File: src/rtl/booth_product_accumulator.sv
// Accumulates len signed Booth products with a sticky signed-overflow flag.
// Define BOOTH_ACC_SATURATE_EN to clamp on overflow instead of wrapping.
module booth_product_accumulator #(
  parameter int PROD_W = 8,
  parameter int ACC_W  = 16
) (
  input  logic              clk,
  input  logic              rst_n,
  input  logic              start,
  input  logic [3:0]        len,
  input  logic [PROD_W-1:0] prod,
  input  logic              prod_valid,
  output logic              prod_ready,
  output logic [ACC_W-1:0]  acc_out,
  output logic              acc_valid,
  input  logic              acc_ready,
  output logic              ovf,
  output logic              busy
);

  localparam logic [1:0] IDLE  = 2'd0;
  localparam logic [1:0] ACCUM = 2'd1;
  localparam logic [1:0] DONE  = 2'd2;

  localparam logic [ACC_W-1:0] ACC_MAX =
    {1'b0, {(ACC_W-1){1'b1}}};
  localparam logic [ACC_W-1:0] ACC_MIN =
    {1'b1, {(ACC_W-1){1'b0}}};

  logic [1:0]       state;
  logic [4:0]       count;
  logic [ACC_W-1:0] acc;
  logic [ACC_W-1:0] ext;
  logic [ACC_W-1:0] sum;
  logic [ACC_W-1:0] nxt;
  logic             add_ovf;
  logic             take;

  assign take = prod_valid && prod_ready;
  assign ext  = {{(ACC_W-PROD_W){prod[PROD_W-1]}}, prod};
  assign sum  = acc + ext;

  assign add_ovf = (acc[ACC_W-1] == ext[ACC_W-1])
                && (sum[ACC_W-1] != acc[ACC_W-1]);

`ifdef BOOTH_ACC_SATURATE_EN
  assign nxt = !add_ovf       ? sum     :
               acc[ACC_W-1]   ? ACC_MIN : ACC_MAX;
`else
  assign nxt = sum;
`endif

  assign prod_ready = (state == ACCUM);
  assign acc_valid  = (state == DONE);
  assign busy       = (state != IDLE);
  assign acc_out    = acc;

  // Control FSM, accumulator, remaining count and sticky overflow.
  always_ff @(posedge clk or negedge rst_n) begin
    if (!rst_n) begin
      state <= IDLE;
      count <= 5'd0;
      acc   <= '0;
      ovf   <= 1'b0;
    end else begin
      unique case (1'b1)
        (state == IDLE): begin
          if (start) begin
            acc   <= '0;
            ovf   <= 1'b0;
            count <= (len == 4'd0) ? 5'd16 : {1'b0, len};
            state <= ACCUM;
          end
        end
        (state == ACCUM): begin
          if (take) begin
            acc   <= nxt;
            count <= count - 5'd1;
            if (add_ovf)
              ovf <= 1'b1;
            if (count == 5'd1)
              state <= DONE;
          end
        end
        (state == DONE): begin
          if (acc_ready)
            state <= IDLE;
        end
        default: state <= IDLE;
      endcase
    end
  end

endmodule

File: config.mk
export PLATFORM = sky130hd
export DESIGN_NAME = booth_product_accumulator
export DESIGN_NICKNAME = d
export VERILOG_FILES = /design/src/rtl/booth_product_accumulator.sv
export SDC_FILE = /design/constraint.sdc
export NUM_CORES = 1
export LEC_CHECK = 0
export ABC_CLOCK_PERIOD_IN_PS = 3400
export CAP_MARGIN = 20
export CORE_AREA = 2 2 80 82
export CTS_CLUSTER_SIZE = 10
export DETAILED_ROUTE_END_ITERATION = 6
export DIE_AREA = 0 0 82 84
export PLACE_DENSITY = 0.63
export SYNTH_ARGS = -nofsm -noshare
export SYNTH_HDL_FRONTEND = slang
export SYNTH_SLANG_ARGS = --single-unit
File: constraint.sdc
create_clock -name clk -period 3.4 [get_ports clk]
set_clock_uncertainty 0.2 [all_clocks]
set_input_delay 0.68 -clock clk [delete_from_list [all_inputs] [get_ports clk]]
set_output_delay 0.68 -clock clk [all_outputs]
set_load 0.02 [all_outputs]
**Word-level counts from Yosys, hierarchy flattened**

Cells that the tools add are included.

- Flip-flop bits (word level): 24
- Input port bits: 17
- Output and inout port bits: 20
- Logic and storage cells: 41

- $add $sub $neg: 2
- Eq/ne operators: 10
- Muxes and demuxes: 16
- Reductions and logical operators: 9

Operators with widths:

| operator | number |
|---|---|
| 2-to-1 mux 16 bit | 2 |
| one-hot mux 16 bit (2 select lines) | 1 |
| adder 16 bit | 1 |
| 2-to-1 mux 5 bit | 3 |
| one-hot mux 5 bit (2 select lines) | 1 |
| 2-to-1 mux 2 bit | 4 |
| inequality test 2 x 1 -> 1 bit (second input constant) | 4 |
| AND reduction 4 bit | 2 |
| one-hot mux 2 bit (3 select lines) | 1 |
| == test 5 x 1 -> 1 bit (second input constant) | 1 |
| subtractor 5 x 1 -> 5 bit (second input constant) | 1 |
| logical NOT 4 bit | 1 |
| nonzero test 2 bit | 2 |
| 2-to-1 mux 1 bit | 3 |
| AND reduction 3 bit | 1 |
| == test 2 x 1 -> 1 bit (second input constant) | 1 |
| == test 2 bit (second input constant) | 1 |
| logical AND 1 bit | 2 |
| logical NOT 2 bit | 1 |
| inequality test 2 bit (second input constant) | 1 |
| one-hot mux 1 bit (2 select lines) | 1 |
| == test 1 bit | 1 |
| inequality test 1 bit | 1 |

**Longest topological paths before layout**

- Depth in word-level cells: 6
- Gate-level depth with buffers: 8
- Mapped depth without buffers: 8

**Worst setup path before layout**

No wires, ideal clock.

- Kind: input-to-reg
- Start: input prod[0]
- End: register acc[12] (netlist: acc_out[12])
- Library setup time: 0.069 ns
- Arrival: 2.457 ns
- Data required time: 3.131 ns
- Path slack: 0.674 ns
- Stages on the path: 8
- Buffers on the path: 0
- Cell sequence: ha_1 fa_1 a211oi_2 o21bai_1 a31oi_1 o21ai_1 or4b_1 nand3_1

- Longest elaborated chain between the ends: 3

RTL lines:

| what | line | RTL |
|---|---|---|
| start: declaration | 11 | `input logic [PROD_W-1:0] prod,` |
| adder 16 bit | 41 | `assign sum = acc + ext;` |
| 2-to-1 mux 16 bit | 76 | `if (take) begin` |
| one-hot mux 16 bit (2 select lines) | 66 | `unique case (1'b1)` |
| end signal: assignment | 77 | `acc <= nxt;` |
| end: declaration | 32 | `logic [ACC_W-1:0] acc;` |

Every way passes these cells. The select of a mux whose other input is x is not followed.
A chain may end at the register's enable or synchronous reset.

**Worst setup path after layout**

Same ends and word-level chain as after synthesis.

==> out/results.md <==
| Parameter | This run | Unit |
| --- | --- | --- |
| Main combinational cell family by area after synthesis | compound AO/OA/AOI/OAI gates | - |
| Multiplexer area fraction after synthesis | 0.570 | % |
| Max-Cap Viols | 0 | - |
| Minimum setup slack in the final design | 346 | ps |
| Hold slack | 311 | ps |
| Util after Layout | 37.8 | % |
| Synth Warn # | 0 | - |
| Fraction of layout cells with a size suffix above 1 | 8.09 | % |
| Crit path DAT | 3070 | ps |
| Total routing resource utilization after global routing | 13.4 | % |
| GRT Residual Overflow | 0 | - |
| Gpl congestion | 0.843 | - |
| Final-report max-slew violation count | 0 | - |
| Area added between synthesis and finish | 31.3 | % |
| Antenna diodes | 0 | - |
| Max-slew headroom at the worst pin | 71.1 | % |
| Kind of critical path | primary input to register | - |
| Fraction of the mapped netlist area in adder cells | 13.2 | % |
| Layout Cells excl Fill | 312 | - |
| Buffer count from post-CTS setup fixing | 0 | - |
| Number of hold buffers added after CTS | 0 | - |
| Hpwl dp | 3210 | um |
| Total leakage power | 0.998 | nW |
| Wire length of the first global-routing pass | 7300 | um |
| Final wirelength | 4210 | um |
| Worst Setup Slack post-DPL | 106 | ps |
| Drt drc | 0 | - |
| Clock transition at the registers of the reported paths | 100 | ps |
| Worst R2R Path Depth | 8 | - |
| Die area | 6890 | um2 |
| Number of placed instances with taps included | 308 | - |
| Clock tree from TritonCTS | yes | - |
| Final Critical Period | 3050 | ps |
| Number of buffers added by the clock tree synthesis step | 3 | - |
| Setup violations, final | 0 | - |
| Count of boundary I/O pins | 37 | - |
| Most common cell in the synthesized netlist | sky130_fd_sc_hd__nand2_1 | - |
| HP Class | register to register | - |
| Number of rows in the core area | 29 | - |
| Share of the synthesized area in the top cell type | 34.2 | % |
| VDD IR-drop max | 0.416 | mV |
| Clock latency on the worst-skew pair | 280 | ps |
| Die H | 84 | um |
| Synthesized netlist cell count | 193 | - |
| Detailed Routing Iterations Pass 1 | 4 | - |
| Total power after layout | 2.12 | mW |
| Starting Density | 28.8 | % |
| Area of the mapped netlist | 1760 | um2 |
| Final Net Count | 271 | - |
| Post-synth EDFFs | 0 | - |
| Avg Inst Size Synth | 9.10 | um2 |
| Num Clock Sinks | 24 | - |
| Wirelength per Cell | 13.5 | um |
| Required time of the critical path | 3420 | ps |
| CTS resizes | 0 | - |
| Parity-gate share of the synthesized area counting xor and xnor cells | 4.99 | % |
| Number of global-route vias before repair | 1571 | - |
| Number of distinct library cells after synthesis | 50 | - |
| Horizontal die dimension | 82 | um |
| Htree depth | 1 | - |
| Final Hold Fails | 0 | - |
| Flip-flop and latch count after synthesis | 24 | - |
| Post-route setup TNS | 0 | ps |
| Synth top area cells | sky130_fd_sc_hd__dfrtp_1 34%, sky130_fd_sc_hd__ha_1 12%, sky130_fd_sc_hd__nand2_1 5.6% | - |
| Endpoint kind of the worst setup timing path | register | - |
| Async set-reset flop share out of synthesis | 100 | % |
| Simple logic cell fraction of the synthesized area | 15.0 | % |
| Setup repair after global routing missed its margin | false | - |
| Pin count of the biggest net entering global routing | 25 | - |
| Highest clock rate | 0.327 | GHz |
| Compound-cell area share of the yosys netlist | 28.4 | % |
| # port buffers | 36 | - |
| Post-synth net total | 228 | - |
| Sequential element share of the synthesized area | 34.2 | % |
| Starting DRT DRC Count | 110 | - |
| Area of all placed cells without fillers | 2310 | um2 |
| Avg Vias per Cell | 5.10 | - |
| Run status | finished, final reports clean | - |
| Power density over the cells | 918 | nW/um2 |
| Startpoint class of the critical path | primary input | - |
| Via count of the routed design | 1590 | - |
| Root buffer selected by CTS | sky130_fd_sc_hd__clkbuf_8 | - |
| Core footprint | 6100 | um2 |
| Slew at the pin closest to its max-slew limit | 432 | ps |
| Worst hold path depth | 2 | - |
| Placed instance area | 2250 | um2 |
| Post-synth top cells | 26 x sky130_fd_sc_hd__nand2_1, 24 x sky130_fd_sc_hd__dfrtp_1, 19 x sky130_fd_sc_hd__o21ai_0 | - |
| Largest driver fanout on the critical path | 3 | - |
| Most frequently used flop master after synthesis | sky130_fd_sc_hd__dfrtp_1 | - |
| CTS Buffer Depth | 2 | - |
| Library cell with the largest summed area after synthesis | sky130_fd_sc_hd__dfrtp_1 | - |
| Initial antenna violation count | 0 | - |
| Tcrit/Tclk final | 89.8 | % |
| Number of nets still failing antenna checks after routing | 0 | - |
-- placed cells by master, fill, tap and decap left out, drive strengths merged, types with 5 or more instances in the layout --
master,instances
nand2,26
dfrtp,24
a21o,6
nor2,7
inv,7
a211oi,5
xnor2,8
buf,10
o21ai,23
ha,17
clkdlybuf4s50,36
a21oi,9
-- kinds of logic after synthesis --
logic type	count (synthesis)
flops	24
xor+xnor	10
simple gates	53
fa+ha+maj	18
compound gates	72
buf+inv	15
mux	1
-- worst paths after layout --
path	startpoint	end	slack, ps
max in group asynchronous	rst_n	acc_out[0]	2180
max	prod[0]	acc_out[12]	350
min reg2reg	ovf	ovf	310
min in group asynchronous	rst_n	acc_out[6]	560
min	ovf	ovf	310
max reg2reg	acc_out[0]	acc_out[12]	760
-- state kept, by name, summed over array words and instances (netlist names) --
name     cells
acc_out     16
count        5
ovf          1
state        2
-- worst max-delay path, stage by stage --
cell and delay, ps:
sky130_fd_sc_hd__clkdlybuf4s50_1 400, sky130_fd_sc_hd__ha_1 240, sky130_fd_sc_hd__fa_1 460, sky130_fd_sc_hd__a211oi_2 240
sky130_fd_sc_hd__o21bai_1 130, sky130_fd_sc_hd__a31oi_1 230, sky130_fd_sc_hd__o21ai_1 130, sky130_fd_sc_hd__or4b_1 470
sky130_fd_sc_hd__nand3_1 90
-- layout make-up --
type	count	area [um2]
clock buffer	4	55.1
fill	636	3790
inverter	7	26.3
multi-input combinational	154	1090
sequential	24	601
tap	77	96.3
timing repair buffer	46	435
-- routing by layer --
layer	share of wire [%]	up-vias	GRT usage, %
met4	0.62	0	2.27
met5	0	-	0
met3	4.9	4	3.03
li1	-	805	-
met1	51	737	19.6
met2	44	44	20.2
-- power breakdown --
group          switching (mW)  internal [mW]
registers               0.112          0.418
clock network           0.101          0.104
logic                   0.737          0.644
(Power assumes the default switching activity.)
